$ cat config.mk
export PLATFORM = sky130hd
export DESIGN_NAME = slave_out_flat
export DESIGN_NICKNAME = d
export VERILOG_FILES = /design/src/rtl/bus_pkg.sv /design/src/rtl/slave_out_if.sv /design/src/rtl/slave_out_piso_shift.sv /design/src/rtl/slave_out.sv /design/src/flat_wrapper.sv
export SDC_FILE = /design/constraint.sdc
export NUM_CORES = 1
export LEC_CHECK = 0
export BUFFER_PORTS_ARGS = -buffer_cell sky130_fd_sc_hd__buf_2
export CORE_MARGIN = 10
export CORE_UTILIZATION = 54
export DETAILED_ROUTE_END_ITERATION = 8
export GPL_TIMING_DRIVEN = 1
export PLACE_DENSITY_LB_ADDON = 0.2
export SYNTH_ARGS = -nofsm -noshare
export SYNTH_HDL_FRONTEND = slang
export SYNTH_SLANG_ARGS = --single-unit
$ cat constraint.sdc
create_clock -name clk -period 2.7 [get_ports clk]
set_input_delay 0.675 -clock clk [delete_from_list [all_inputs] [get_ports clk]]
set_output_delay 0.675 -clock clk [all_outputs]
set_load 0.02 [all_outputs]
$ cat src/rtl/bus_pkg.sv
// Shared definitions for the slave/master serial bus: default widths,
// instruction encodings and the slave transmitter state encoding.
package bus_pkg;

   localparam int ADDR_WIDTH_DEF = 12;
   localparam int DATA_WIDTH_DEF = 8;

   // Instruction field seen by the slave decoder.
   localparam logic [1:0] INSTR_READ = 2'b11;

   typedef logic [2:0] state_t;

   localparam state_t ST_IDLE  = 3'd0;
   localparam state_t ST_FETCH = 3'd1;
   localparam state_t ST_LOAD  = 3'd2;
   localparam state_t ST_OFFER = 3'd3;
   localparam state_t ST_SHIFT = 3'd4;
   localparam state_t ST_DONE  = 3'd5;

endpackage

$ cat src/rtl/slave_out_if.sv
// Bus bundle between the slave read-data transmitter, its local memory,
// the slave decoder and the master receive stage.
interface slave_out_if
   import bus_pkg::*;
#(
   parameter int ADDR_WIDTH = ADDR_WIDTH_DEF,
   parameter int DATA_WIDTH = DATA_WIDTH_DEF
);

   logic                  read_en;
   logic [ADDR_WIDTH-1:0] start_addr;
   logic [ADDR_WIDTH-1:0] burst_num;
   logic                  master_ready;
   logic [ADDR_WIDTH-1:0] mem_addr;
   logic                  mem_rd_en;
   logic [DATA_WIDTH-1:0] mem_data;
   logic                  slave_valid;
   logic                  tx_data;
   logic                  tx_done;
   logic                  busy;

   modport slave (
      input  read_en, start_addr, burst_num, master_ready, mem_data,
      output mem_addr, mem_rd_en, slave_valid, tx_data, tx_done, busy
   );

   modport master (
      output read_en, start_addr, burst_num, master_ready, mem_data,
      input  mem_addr, mem_rd_en, slave_valid, tx_data, tx_done, busy
   );

endinterface

$ cat src/rtl/slave_out_piso_shift.sv
// Parallel-in serial-out shifter: loads one word, emits it MSB first and
// flags the cycle carrying the final bit.
module piso_shift #(
   parameter int  DATA_WIDTH = 8,
   localparam int CNT_WIDTH  = $clog2(DATA_WIDTH) + 1
) (
   input  logic                  clk,
   input  logic                  reset,
   input  logic                  load,
   input  logic                  shift_en,
   input  logic [DATA_WIDTH-1:0] par_in,
   output logic                  serial_out,
   output logic                  last_bit
);

   logic [DATA_WIDTH-1:0] shift_reg;
   logic [CNT_WIDTH-1:0]  bit_cnt;

   // NOTE: registers use non-blocking assignments so each one samples pre-edge values.
   always_ff @(posedge clk or posedge reset) begin
      if (reset) begin
         shift_reg <= '0;
         bit_cnt   <= '0;
      end else if (load) begin
         shift_reg <= par_in;
         bit_cnt   <= '0;
      end else if (shift_en) begin
         shift_reg <= {shift_reg[DATA_WIDTH-2:0], 1'b0};
         bit_cnt   <= bit_cnt + 1'b1;
      end
   end

   assign serial_out = shift_reg[DATA_WIDTH-1];
   assign last_bit   = shift_en && (bit_cnt == CNT_WIDTH'(DATA_WIDTH - 1));

endmodule

$ cat src/rtl/slave_out.sv
// Slave-side read-data transmitter: fetches words from local memory and
// serializes them MSB first, one word per master_ready handshake.
module slave_out
   import bus_pkg::*;
#(
   parameter int ADDR_WIDTH = ADDR_WIDTH_DEF,
   parameter int DATA_WIDTH = DATA_WIDTH_DEF
) (
   input logic       clk,
   input logic       reset,
   slave_out_if.slave bus
);

   localparam logic [ADDR_WIDTH:0] WORDS_ONE = (ADDR_WIDTH + 1)'(1);

   state_t                state;
   state_t                state_nxt;
   logic [ADDR_WIDTH-1:0] addr;
   logic [ADDR_WIDTH:0]   words;
   logic                  serial_bit;
   logic                  last_bit;
   logic                  more_words;

   assign more_words = (words > WORDS_ONE);

   // NOTE: every always_comb output gets a default first so no path can infer a latch.
   always_comb begin
      state_nxt = state;
      case (state)
         ST_IDLE:  if (bus.read_en) state_nxt = ST_FETCH;
         ST_FETCH: state_nxt = ST_LOAD;
         ST_LOAD:  state_nxt = ST_OFFER;
         ST_OFFER: if (bus.master_ready) state_nxt = ST_SHIFT;
         ST_SHIFT: if (last_bit) state_nxt = more_words ? ST_FETCH : ST_DONE;
         ST_DONE:  state_nxt = ST_IDLE;
         default:  state_nxt = ST_IDLE;
      endcase
   end

   always_ff @(posedge clk or posedge reset) begin
      if (reset) begin
         state <= ST_IDLE;
         addr  <= '0;
         words <= '0;
      end else begin
         state <= state_nxt;
         if (state == ST_IDLE && bus.read_en) begin
            addr  <= bus.start_addr;
            // A zero burst count still moves one word.
            words <= (bus.burst_num == '0) ? WORDS_ONE : {1'b0, bus.burst_num};
         end else if (state == ST_SHIFT && last_bit && more_words) begin
            addr  <= addr + 1'b1;
            words <= words - WORDS_ONE;
         end
      end
   end

   piso_shift #(
      .DATA_WIDTH (DATA_WIDTH)
   ) u_piso (
      .clk        (clk),
      .reset      (reset),
      .load       (state == ST_LOAD),
      .shift_en   (state == ST_SHIFT),
      .par_in     (bus.mem_data),
      .serial_out (serial_bit),
      .last_bit   (last_bit)
   );

   // The line idles low whenever no word is being offered or shifted.
   assign bus.slave_valid = (state == ST_OFFER) || (state == ST_SHIFT);
   assign bus.tx_data     = bus.slave_valid && serial_bit;
   assign bus.tx_done     = (state == ST_DONE);
   assign bus.busy        = (state != ST_IDLE);
   assign bus.mem_rd_en   = (state == ST_FETCH);
   assign bus.mem_addr    = addr;

endmodule
$ cat src/flat_wrapper.sv
// flat-port wrapper written by rule: the top's interface ports become plain ports
module slave_out_flat import bus_pkg::*;
#(
   parameter int ADDR_WIDTH = ADDR_WIDTH_DEF,
   parameter int DATA_WIDTH = DATA_WIDTH_DEF
)
  (clk, reset, bus_read_en, bus_start_addr, bus_burst_num, bus_master_ready, bus_mem_data, bus_mem_addr, bus_mem_rd_en, bus_slave_valid, bus_tx_data, bus_tx_done, bus_busy);
  slave_out_if #(.ADDR_WIDTH(ADDR_WIDTH), .DATA_WIDTH(DATA_WIDTH)) bus_i ();
  input logic clk;
  input logic reset;
  input wire logic [$bits(bus_i.read_en)-1:0] bus_read_en;
  input wire logic [$bits(bus_i.start_addr)-1:0] bus_start_addr;
  input wire logic [$bits(bus_i.burst_num)-1:0] bus_burst_num;
  input wire logic [$bits(bus_i.master_ready)-1:0] bus_master_ready;
  input wire logic [$bits(bus_i.mem_data)-1:0] bus_mem_data;
  output wire logic [$bits(bus_i.mem_addr)-1:0] bus_mem_addr;
  output wire logic [$bits(bus_i.mem_rd_en)-1:0] bus_mem_rd_en;
  output wire logic [$bits(bus_i.slave_valid)-1:0] bus_slave_valid;
  output wire logic [$bits(bus_i.tx_data)-1:0] bus_tx_data;
  output wire logic [$bits(bus_i.tx_done)-1:0] bus_tx_done;
  output wire logic [$bits(bus_i.busy)-1:0] bus_busy;
  assign bus_i.read_en = bus_read_en;
  assign bus_i.start_addr = bus_start_addr;
  assign bus_i.burst_num = bus_burst_num;
  assign bus_i.master_ready = bus_master_ready;
  assign bus_i.mem_data = bus_mem_data;
  assign bus_mem_addr = bus_i.mem_addr;
  assign bus_mem_rd_en = bus_i.mem_rd_en;
  assign bus_slave_valid = bus_i.slave_valid;
  assign bus_tx_data = bus_i.tx_data;
  assign bus_tx_done = bus_i.tx_done;
  assign bus_busy = bus_i.busy;
  slave_out #(.ADDR_WIDTH(ADDR_WIDTH), .DATA_WIDTH(DATA_WIDTH)) u_core (.clk(clk), .reset(reset), .bus(bus_i));
endmodule
======== Yosys cells after proc, flatten, opt, wreduce, memory -nomap -nowiden ========
Cells that the tools add are included.
storage, ports and cells
  logic and storage cells ................. 44
  input bits .............................. 36
  output and inout port bits .............. 17
  register bits ........................... 40
operators by class
  $add $sub $neg .......................... 3
  reduce and logical (&&, ||, !) cells .... 12
  equal/unequal tests ..................... 9
  muxes and demuxes ....................... 14
  order comparisons ....................... 1
operators by type and width
  cell                   number
  $mux 12                3
  $mux 13                2
  $mux 8                 2
  $pmux 3 s5             1
  $gt 13x1->1 const B    1
  $sub 13x1->13 const B  1
  $add 12x1->12 const B  1
  $logic_not 12->1       1
  $mux 3                 4
  $mux 4                 2
  $eq 3x2->1 const B     2
  $eq 3x3->1 const B     2
  $logic_and 1x1->1      5
  $add 4x1->4 const B    1
  $eq 4x3->1 const B     1
  $ne 2x2->1 const B     2
  $reduce_bool 2->1      2
  $eq 3x1->1 const B     1
  $logic_not 3->1        1
  $reduce_and 3->1       1
  $reduce_bool 3->1      1
  $ne 2x1->1 const B     1
  $logic_or 1x1->1       1

======== Longest topological paths before layout ========
Gate-level depths: netlist of run 1.
  depth after elaboration ................. 6
  gate-level depth with buffers ........... 9
  mapped depth without buffers ............ 7

======== Modules after synthesis ========
From an unflattened synthesis of run 1, not the netlist that was laid out.
second synthesis, totals
  cell total of the unflattened synthesis .. 247
  area total of the unflattened synthesis .. 2289.7 µm²
modules (own cells, without submodules)
  module      area an instance (µm²)  cells each  times used  sequential area each (µm²)
  slave_out   1697.9                  193         1           700.7
  piso_shift  591.8                   54          1           300.3

======== Worst setup path before layout of run 1 ========
OpenSTA, ideal clock, no wires.
  path kind ............................... reg-to-output
  from .................................... register u_core.state[0]
  to ...................................... output port bus_tx_data
  cell stages (with the launch flop) ...... 5
  arrival ................................. 1573 ps
  data required time ...................... 2025 ps
  slack ................................... 452 ps
  path buffers ............................ 1
  cells stage by stage .................... dfrtp_1 -> clkbuf_1 -> nand2_1 -> o21ai_0 -> and2_1
between the ends
  longest elaborated chain between the ends .. 3
  elaborated cells on any way between the ends .. 4
  classes of those cells .................. eq/ne: 2; reduce/logical: 2
ends and longest elaborated chain
  item                                      RTL line            source
  start, declared                           slave_out.sv:16     state_t state;
  start signal, assigned                    slave_out.sv:46     state <= state_nxt;
  $eq 3x2->1 or $eq 3x3->1 (tied branches)  slave_out.sv:71     assign bus.slave_valid = (state == ST_OFFER) || (state == ST_SHIFT);
  $logic_or 1x1->1 *                        slave_out.sv:71
  net bus_slave_valid                       flat_wrapper.sv:18  output wire logic [$bits(bus_i.slave_valid)-1:0] bus_slave_valid;
  $logic_and 1x1->1 *                       slave_out.sv:72     assign bus.tx_data = bus.slave_valid && serial_bit;
  end, declared                             flat_wrapper.sv:19  output wire logic [$bits(bus_i.tx_data)-1:0] bus_tx_data;
The timed path passes the listed nets; every way through them passes the cells marked *.

======== Worst setup path in the final report of run 1 ========
  from .................................... register u_core.words[5]
  to ...................................... register u_core.words[10]
between the ends
  longest elaborated chain between the ends .. 3
  elaborated cells on any way between the ends .. 6
  classes of those cells .................. add/sub: 1; order compare: 1; mux: 2; reduce/logical: 2
ends and longest elaborated chain
  item                                          RTL line                          source
  start, declared                               slave_out.sv:19                   logic [ADDR_WIDTH:0] words;
  start signal, assigned                        slave_out.sv:50                   words <= (bus.burst_num == '0) ? WORDS_ONE : {1'b0, bus.burst_num};
  start signal, assigned                        slave_out.sv:53                   words <= words - WORDS_ONE;
  $sub 13x1->13 or $gt 13x1->1 (tied branches)  slave_out.sv:53, slave_out.sv:24
  $mux 13 or $logic_and 1x1->1 (tied branches)  slave_out.sv:51                   end else if (state == ST_SHIFT && last_bit && more_words) begin
  $mux 13 or $reduce_bool 2->1 (tied branches)  n/a
Parallel ways exist; a longest one is shown, timed or not. The select of a mux whose other input is x is not followed.
A chain may end at the register's enable or synchronous reset.

==> qor.csv, run 1 <==
stage,metric,value,unit
detailed_routing,DR pass1 iterations,5,
final_layout,layout cell share with drive strength beyond 1,0.2320,
sta,unrepaired setup endpoints after global routing,no,
final_layout,# nets final,358,
cts,Sink Count,40,
sta,final setup vio count,0,
setup_path,arrival time worst endpoint,2.59,ns
yosys,"EDFF count, synth",0,
power,clock power share,0.162,
power,Gate power share,0.461,
global_route,largest net degree at the start of global routing,41,
cts,clock buffer count from CTS,5,
detailed_routing,DRT iter0 DRCs,224,
final_layout,fill cell count,338,
detailed_routing,per-cell routed wire length,16.47,um
yosys,Main synth FF type,dfrtp_1,
sta,"Slew Viols, Final",0,
global_route,met1 usage,0.2059,
final_layout,Largest register FFs,13,
global_route,initial antenna violation count,0,
detailed_routing,Via density,6.062,
status,outcome,"finished, final reports clean",
yosys,Synth top cells by count,"dfrtp_1 (40), nor2_1 (29), a21oi_1 (19), o22ai_1 (19)",
cts,clk slew on worst S/H paths,0.08,ns
power,NetSw,1.348,mW
global_route,Tot GR Track Use,0.1636,
yosys,top cell type's share of synthesized area,0.4317,
setup_path,Crit Path Category,reg2reg,
yosys,Mean Syn Cell Area,8.782,um^2
cts,Post CTS Setup Buffer Count,0,
floorplanning,Die H,85.53,um
setup_path,CP required,2.88,ns
cts,CTS H-tree depth,2,
sta,Clock Skew,0.002990,ns
floorplanning,area of the core,0.004086,mm^2
final_layout,Layout area overhead,18.51,%
sta,final hold vios,0,
placement,Final HPWL DP,4367,um
sta,max_slew headroom,0.5896,
power,internal power,1.722,mW
global_route,M2 GR Usage,0.2650,
yosys,Yosys warnings,0,
yosys,Syn Nets,304,
job,Max-Cap Viols,0,
global_route,GR Util met3,0.05014,
cts,CTS root buffer,clkbuf_8,
floorplanning,row count,23,
cts,clk_lat worst skew,0.30,ns
detailed_routing,drc violations,0,
power,fraction of power consumed by sequential logic,0.377,
power,switching part of the total,0.4390,
global_route,grt ovf,0,
floorplanning,Die Width,85.53,um
cts,CTS tree,yes,
yosys,Yosys cell types,57,
yosys,Post-Syn Area,0.002318,mm^2
cts,# resized after CTS,0,
cts,cts hold-fix bufs,0,
setup_path,Setup crit end kind,register,
sta,Least-Margin Pin Slew,0.6156,ns
placement,GP Congestion,0.8903,
final_layout,Non-Filler Instances,369,
yosys,"FF+latch count, synth",40,
floorplanning,die area,0.007315,mm^2
floorplanning,Starting Density,0.5674,
sta,Peak Freq,415.5,MHz
min_path,worst hold path type,in2async,
yosys,most common cell in the synthesized netlist,dfrtp_1,
sta,fin crit share,0.8914,
global_route,most used routing layer,met2,
yosys,Cells after Synth,264,
setup_path,CP max FO,19,
yosys,asr flop ratio synth,1.000,
sta,Tmin final,2.407,ns
yosys,synth top area cells,"dfrtp_1 (43%), o22ai_1 (5.1%), nor2_1 (4.7%)",
yosys,register area share after synthesis,0.4317,
placement,placed cells,361,
floorplanning,Top Ports,53,
sta,setup TNS,0,ns
global_route,vias in the first global route,2093,
power,P per Cell Area,1117,mW/mm^2
global_route,first-pass GRT wire length,10090,um
detailed_routing,total routed wirelength,6076,um
setup_path,CP Launch Type,register,
power,Leak,1.180,nW
final_layout,Diodes inserted,0,
power,VDD IR max,0.0006598,V
detailed_routing,routed vias,2237,
placement,Buffers on Ports,52,
detailed_routing,Detail Route Antenna Nets,0,
yosys,Synth area leader,dfrtp_1,
cts,maximum number of buffers from clock root to sink,2,
## power by group through the flow
stage	clock network, mW	registers (mW)	logic (mW)
final	0.496	1.16	1.41
after global routing	0.524	1.21	1.59
after CTS	0.500	1.15	1.43
after detailed placement	0	1.16	1.42
after global placement	0	1.15	1.38
after floorplan	0	1.21	0.933
## worst max-delay path: stages, from the launching register on
cell	delay (ns)
dfrtp_1	0.42
or4_4	0.58
and4bb_2	0.32
or2_1	0.50
o21ai_1	0.15
a221o_1	0.32
## metal layers
| layer | routed length [um] | up-vias | share of wire |
|---|---|---|---|
| met5 | 0 | - | 0 |
| met4 | 64 | 0 | 0.011 |
| met3 | 483 | 7 | 0.079 |
| met2 | 2828 | 90 | 0.47 |
| met1 | 2698 | 1032 | 0.44 |
| li1 | - | 1108 | - |
## layout make-up
class / count / area [um^2] / share of cell area
repair buffers: 60 / 320.3 / 0.1166
flip-flops and latches: 40 / 1001 / 0.3643
multi-input cells: 201 / 1215 / 0.4422
clock inverters: 3 / 42.54 / 0.01548
clock buffers: 5 / 68.82 / 0.02505
well taps: 50 / 62.56 / 0.02277
inverters: 10 / 37.54 / 0.01366
## through the flow
| stage | total power, mW | hold WS (ns) | utilization | setup WS, ns | instance area (um^2) |
|---|---|---|---|---|---|
| 2_1_floorplan | 2.148 | 0.4731 | - | 0.4524 | 2318 |
| 3_3_place_gp | 2.532 | 0.4877 | 0.6451 | 0.3773 | 2636 |
| 3_5_place_dp | 2.577 | 0.5002 | 0.6451 | 0.3168 | 2636 |
| 4_1_cts | 3.077 | 0.5036 | 0.6724 | 0.3040 | 2748 |
| 5_1_grt | 3.320 | 0.5249 | 0.6724 | 0.1872 | 2748 |
| 6_report | 3.070 | 0.4782 | 0.6724 | 0.2933 | 2748 |
## cell usage in the layout, fill, tap and decap left out, types with 5 or more instances in the layout
| master | count |
|---|---|
| clkbuf_8 | 5 |
| o21ai_0 | 12 |
| nand2_1 | 17 |
| inv_1 | 8 |
| o21ai_1 | 11 |
| buf_4 | 8 |
| a21oi_1 | 19 |
| a211oi_1 | 5 |
| nor3_1 | 17 |
| nor2_1 | 29 |
| o22ai_1 | 19 |
| dfrtp_1 | 40 |
| buf_2 | 52 |
## cells by family (layout without fill, tap and decap cells)
family                   count (synthesis)  count (layout)  synth area share
AO/OA/AOI/OAI                           94              94            0.2596
buffers and inverters                   23              78           0.04425
adder cells (fa/ha/maj)                  4               4           0.02159
XOR/XNOR                                 4               4           0.01511
flip-flops                              40              40            0.4317
AND/OR/NAND/NOR                         98              98            0.2234
multiplexers                             1               1          0.004317
## worst paths after layout
kind / to / depth (start not counted) / start / slack (ns)
max: u_core.words[10] / 5 / u_core.words[5] / 0.29
max in group asynchronous: u_core.words[10] / 3 / reset / 1.87
min reg2reg: u_core.words[7] / 1 / u_core.words[7] / 0.52
min: u_core.bus.mem_addr[9] / 3 / reset / 0.48
min in group clk: u_core.words[7] / 1 / u_core.words[7] / 0.52
max reg2reg: u_core.words[10] / 5 / u_core.words[5] / 0.29
Note: power is estimated with default switching activity, not from simulation.
==> run 2: changes to the inputs <==
CORE_ASPECT_RATIO = 0.75   (was unset)
PLACE_DENSITY_LB_ADDON = 0.1   (was 0.2)
==> qor.csv, run 2 (synthesized netlist as in run 1, its figures left out) <==
stage,metric,value,unit,change
sta,Clock Skew,0.007822,ns,+0.004832 ns
floorplanning,Starting Density,0.5649,,-0.002422
sta,max_slew headroom,0.6058,,+0.01617
setup_path,worst-path cell chain,or4_4 -> and4bb_2 -> or2_1 -> o21ai_1 -> a221o_1,,
power,P per Cell Area,1122,mW/mm^2,+0.40%
setup_path,CP max FO,14,,-5
floorplanning,area of the core,0.004104,mm^2,+0.43%
final_layout,fill cell count,348,,+3.0%
global_route,initial antenna violation count,0,,unchanged
final_layout,layout cell share with drive strength beyond 1,0.2344,,+0.002400
setup_path,CP required,2.88,ns,about the same
detailed_routing,total routed wirelength,6210,um,+2.2%
setup_path,Setup crit end kind,register,,
cts,CTS H-tree depth,2,,unchanged
final_layout,# nets final,359,,+0.28%
detailed_routing,Detail Route Antenna Nets,0,,unchanged
job,Max-Cap Viols,0,,unchanged
final_layout,most frequent cells in the layout,"buf_2 (52), dfrtp_1 (40), nor2_1 (29), a21oi_1 (19), o22ai_1 (19)",,
final_layout,final core utilization,0.6753,,+0.002923
floorplanning,row count,20,,-13%
setup_path,Crit Path Category,reg2reg,,
power,Leak,1.192,nW,+1.0%
sta,setup TNS,0,ns,unchanged
final_layout,sequential standard cell area,0.001001,mm^2,unchanged
placement,Buffers on Ports,52,,unchanged
cts,clock buffer count from CTS,5,,unchanged
setup_path,Crit path buffers/inverters,0,,unchanged
detailed_routing,Via density,6.144,,+1.3%
setup_path,depth of the most critical reg-to-reg path,5,,unchanged
global_route,grt ovf,0,,unchanged
sta,Least-Margin Pin Slew,0.5874,ns,-0.02820 ns
cts,maximum number of buffers from clock root to sink,2,,unchanged
sta,final setup vio count,0,,unchanged
floorplanning,Die Width,95.66,um,+12%
sta,Tmin final,2.379,ns,-0.02744 ns
floorplanning,Die H,76.75,um,-10%
setup_path,arrival time worst endpoint,2.56,ns,-0.03 ns
power,total power,3.109,mW,+1.3%
global_route,vias in the first global route,2097,,+0.19%
global_route,Tot GR Track Use,0.1646,,+0.0009573
setup_path,family with the most delay on the worst path,simple AND/OR/NAND/NOR gates,,
detailed_routing,DRT iter0 DRCs,228,,+1.8%
final_layout,Non-Filler Instances,375,,+1.6%
final_layout,Layout area overhead,19.54,%,
cts,cts hold-fix bufs,0,,unchanged
cts,Sink Count,40,,unchanged
sta,unrepaired setup endpoints after global routing,no,,
global_route,first-pass GRT wire length,10090,um,unchanged
detailed_routing,drc violations,0,,unchanged
cts,CTS tree,yes,,
final_layout,"commonest non-fill, non-tap cell in the layout",buf_2,,
sta,"Slew Viols, Final",0,,unchanged
global_route,largest net degree at the start of global routing,41,,unchanged
floorplanning,Top Ports,53,,unchanged
setup_path,Crit path depth,5,,unchanged
sta,Peak Freq,420.3,MHz,+1.2%
detailed_routing,per-cell routed wire length,16.56,um,+0.57%
cts,clk_lat worst skew,0.29,ns,about the same
power,VDD IR max,0.0005816,V,-12%
final_layout,area occupied by multi-input gates,0.001215,mm^2,unchanged
setup_path,CP max stage delay,0.58,ns,about the same
detailed_routing,routed vias,2304,,+3.0%
setup_path,CP Launch Type,register,,
sta,Fin Hold WS,0.4881,ns,+0.009960 ns
placement,placed cells,367,,+1.7%
cts,Post CTS Setup Buffer Count,0,,unchanged
min_path,worst hold path type,in2async,,
detailed_routing,DR pass1 iterations,5,,unchanged
cts,# resized after CTS,0,,unchanged
sta,final hold vios,0,,unchanged
placement,GP Congestion,0.9047,,+1.6%
floorplanning,die area,0.007341,mm^2,+0.37%
setup_path,Critical Path Slowest Stage Cell,or4_4,,
cts,CTS root buffer,clkbuf_8,,
final_layout,Largest register FFs,13,,unchanged
status,outcome,"finished, final reports clean",,
final_layout,Diodes inserted,0,,unchanged
sta,fin crit share,0.8812,,-0.01016
placement,Final HPWL DP,4525,um,+3.6%
cts,clk slew on worst S/H paths,0.08,ns,about the same
## run 2: cell count changes in the layout (fill, tap and decap cells not counted)
cell | before | now
clkinvlp_4 | 1 | 0
clkinv_4 | 0 | 1
clkinv_2 | 1 | 0
buf_4 | 8 | 9
clkbuf_8 | 5 | 6
## run 2: cell type report
type / instances / share of cell area
Multi-Input combinational cell: 201 / 0.4384
Sequential cell: 40 / 0.3612
Timing Repair Buffer: 61 / 0.1183
Clock buffer: 6 / 0.02980
Tap cell: 55 / 0.02483
Clock inverter: 2 / 0.01400
Inverter: 10 / 0.01354
## run 2: per-stage QoR
step | setup slack, ns | instance area (um^2)
floorplan | 0.4524 | 2318
global placement | 0.4030 | 2650
detailed placement | 0.3316 | 2650
CTS | 0.3371 | 2771
global route | 0.2006 | 2771
finish | 0.3207 | 2771
## run 2: worst paths after layout
path	startpoint	end	slack, ns
max	u_core.words[5]	u_core.words[10]	0.32
min reg2reg	u_core.words[6]	u_core.words[6]	0.52
min in group clk	u_core.words[6]	u_core.words[6]	0.52
max reg2reg	u_core.words[5]	u_core.words[10]	0.32
min	reset	u_core.bus.mem_addr[8]	0.49
max in group asynchronous	reset	u_core.words[2]	1.84
## run 2: worst register-to-register path, cell delays in order, from the launching register on
cell	delay (ns)
dfrtp_1	0.42
or4_4	0.58
and4bb_2	0.40
or2_1	0.42
o21ai_1	0.14
a221o_1	0.32
## run 2: power breakdown
group	internal, mW	leakage (nW)	switching, mW
Combinational	0.569	0.656	0.825
Sequential	0.874	0.474	0.323
Clock	0.302	0.0614	0.215
## run 2: metal layers
metal,up-vias,global-route usage,routed length [um]
met1,1085,0.2370,2853
met4,0,0.04706,48
met3,5,0.04669,575
li1,1115,-,-
met2,99,0.2304,2733
met5,-,0,0
==> run 3: changes to the inputs <==
RECOVER_POWER = 100   (was unset)
==> qor.csv, run 3 (synthesized netlist as in run 1, its figures left out) <==
stage,metric,value,unit,change
status,outcome,"finished, final reports clean",,
cts,CTS tree,yes,,
floorplanning,area of the core,0.004104,mm^2,unchanged
setup_path,CP Launch Type,register,,
sta,unrepaired setup endpoints after global routing,no,,
detailed_routing,Via density,6.085,,-0.95%
setup_path,Crit path buffers/inverters,0,,unchanged
global_route,Tot GR Track Use,0.1646,,unchanged
global_route,grt ovf,0,,unchanged
sta,final hold vios,0,,unchanged
placement,pre-CTS setup slack,0.3316,ns,unchanged
sta,Least-Margin Pin Slew,0.9899,ns,+0.4025 ns
final_layout,most frequent cells in the layout,"dfrtp_1 (40), buf_2 (35), nor2_1 (29)",,
sta,Tmin final,2.427,ns,+0.04731 ns
global_route,vias in the first global route,2097,,unchanged
cts,clk_lat worst skew,0.29,ns,about the same
floorplanning,Starting Density,0.5649,,unchanged
setup_path,family with the most delay on the worst path,simple AND/OR/NAND/NOR gates,,
detailed_routing,per-cell routed wire length,16.58,um,+0.14%
setup_path,CP max FO,14,,unchanged
min_path,worst hold path type,reg2reg,,
setup_path,Critical Path Slowest Stage Cell,or4_4,,
floorplanning,Die H,76.75,um,unchanged
setup_path,Setup crit end kind,register,,
final_layout,final core utilization,0.6649,,-0.01037
sta,max_slew headroom,0.3401,,-0.2657
job,Max-Cap Viols,0,,unchanged
placement,Final HPWL DP,4525,um,unchanged
cts,CTS root buffer,clkbuf_8,,
global_route,largest net degree at the start of global routing,41,,unchanged
final_layout,sequential standard cell area,0.001001,mm^2,unchanged
detailed_routing,DR pass1 iterations,4,,-1
sta,Clock Skew,0.009472,ns,+0.001650 ns
cts,Post CTS Setup Buffer Count,0,,unchanged
power,total power,3.067,mW,-1.3%
power,VDD IR max,0.0005498,V,-5.5%
final_layout,Layout area overhead,17.70,%,
setup_path,worst-path cell chain,or4_4 -> and4bb_1 -> or2_1 -> o21ai_0 -> a221o_1,,
floorplanning,Top Ports,53,,unchanged
placement,GP Congestion,0.9047,,unchanged
floorplanning,die area,0.007341,mm^2,unchanged
floorplanning,Die Width,95.66,um,unchanged
sta,setup TNS,0,ns,unchanged
detailed_routing,Detail Route Antenna Nets,0,,unchanged
sta,Fin Hold WS,0.5215,ns,+0.03337 ns
setup_path,CP max stage delay,0.58,ns,about the same
final_layout,"commonest non-fill, non-tap cell in the layout",dfrtp_1,,
sta,Peak Freq,412.1,MHz,-1.9%
setup_path,Crit Path Category,reg2reg,,
final_layout,area occupied by multi-input gates,0.001204,mm^2,-0.93%
detailed_routing,total routed wirelength,6219,um,+0.14%
floorplanning,row count,20,,unchanged
power,P per Cell Area,1124,mW/mm^2,+0.21%
final_layout,Largest register FFs,13,,unchanged
final_layout,layout cell share with drive strength beyond 1,0.1688,,-0.06562
final_layout,Diodes inserted,0,,unchanged
cts,cts hold-fix bufs,0,,unchanged
global_route,first-pass GRT wire length,10090,um,unchanged
detailed_routing,routed vias,2282,,-0.95%
setup_path,CP required,2.88,ns,about the same
cts,CTS H-tree depth,2,,unchanged
power,Leak,1.137,nW,-4.6%
sta,final setup vio count,0,,unchanged
final_layout,fill cell count,362,,+4.0%
cts,Sink Count,40,,unchanged
global_route,initial antenna violation count,0,,unchanged
cts,clock buffer count from CTS,5,,unchanged
cts,maximum number of buffers from clock root to sink,2,,unchanged
final_layout,# nets final,359,,unchanged
setup_path,arrival time worst endpoint,2.61,ns,+0.05 ns
cts,# resized after CTS,0,,unchanged
sta,fin crit share,0.8987,,+0.01752
placement,Buffers on Ports,52,,unchanged
sta,final worst slack,0.2734,ns,-0.04730 ns
sta,"Slew Viols, Final",0,,unchanged
detailed_routing,DRT iter0 DRCs,188,,-18%
detailed_routing,drc violations,0,,unchanged
cts,clk slew on worst S/H paths,0.08,ns,about the same
run 3: cell count changes in the layout (fill, tap and decap cells not counted), moves of 3 or more:
| cell | change |
|---|---|
| o21ai_1 | -5 |
| buf_2 | -17 |
| o21ai_0 | +5 |
| clkbuf_1 | +19 |
| buf_4 | -3 |
run 3: layout make-up:
cell class / count / area share
flip-flops and latches: 40 / 0.3668
clock buffers: 6 / 0.03026
repair buffers: 61 / 0.1087
inverters: 10 / 0.01376
well taps: 55 / 0.02522
clock inverters: 2 / 0.01421
multi-input cells: 201 / 0.4411
run 3: worst paths after layout:
| check | from | endpoint | slack (ns) | cells after the start |
|---|---|---|---|---|
| setup / recovery | u_core.words[5] | u_core.words[10] | 0.27 | 5 |
| hold / removal | u_core.words[6] | u_core.words[6] | 0.52 | 1 |
| setup reg to reg | u_core.words[5] | u_core.words[10] | 0.27 | 5 |
| hold reg to reg | u_core.words[6] | u_core.words[6] | 0.52 | 1 |
| max in group asynchronous | reset | u_core.words[8] | 1.40 | 3 |
| min in group asynchronous | reset | u_core.u_piso.shift_reg[2] | 0.67 | 3 |
run 3: per-stage QoR:
step	std cells	cell area, um^2
floorplan	264	2318
global placement	367	2650
detailed placement	367	2650
CTS	375	2771
global route	375	2729
finish	375	2729
run 3: layer usage:
layer  GRT usage  wire, um
met5           0         0
met1      0.2370      2908
met3     0.04669       519
met4     0.04706        40
met2      0.2304      2752
run 3: power by group:
group / internal, mW / leakage, nW / total [mW] / switching, mW
Sequential: 0.874 / 0.474 / 1.20 / 0.325
Combinational: 0.530 / 0.602 / 1.35 / 0.822
Clock: 0.302 / 0.0614 / 0.517 / 0.215
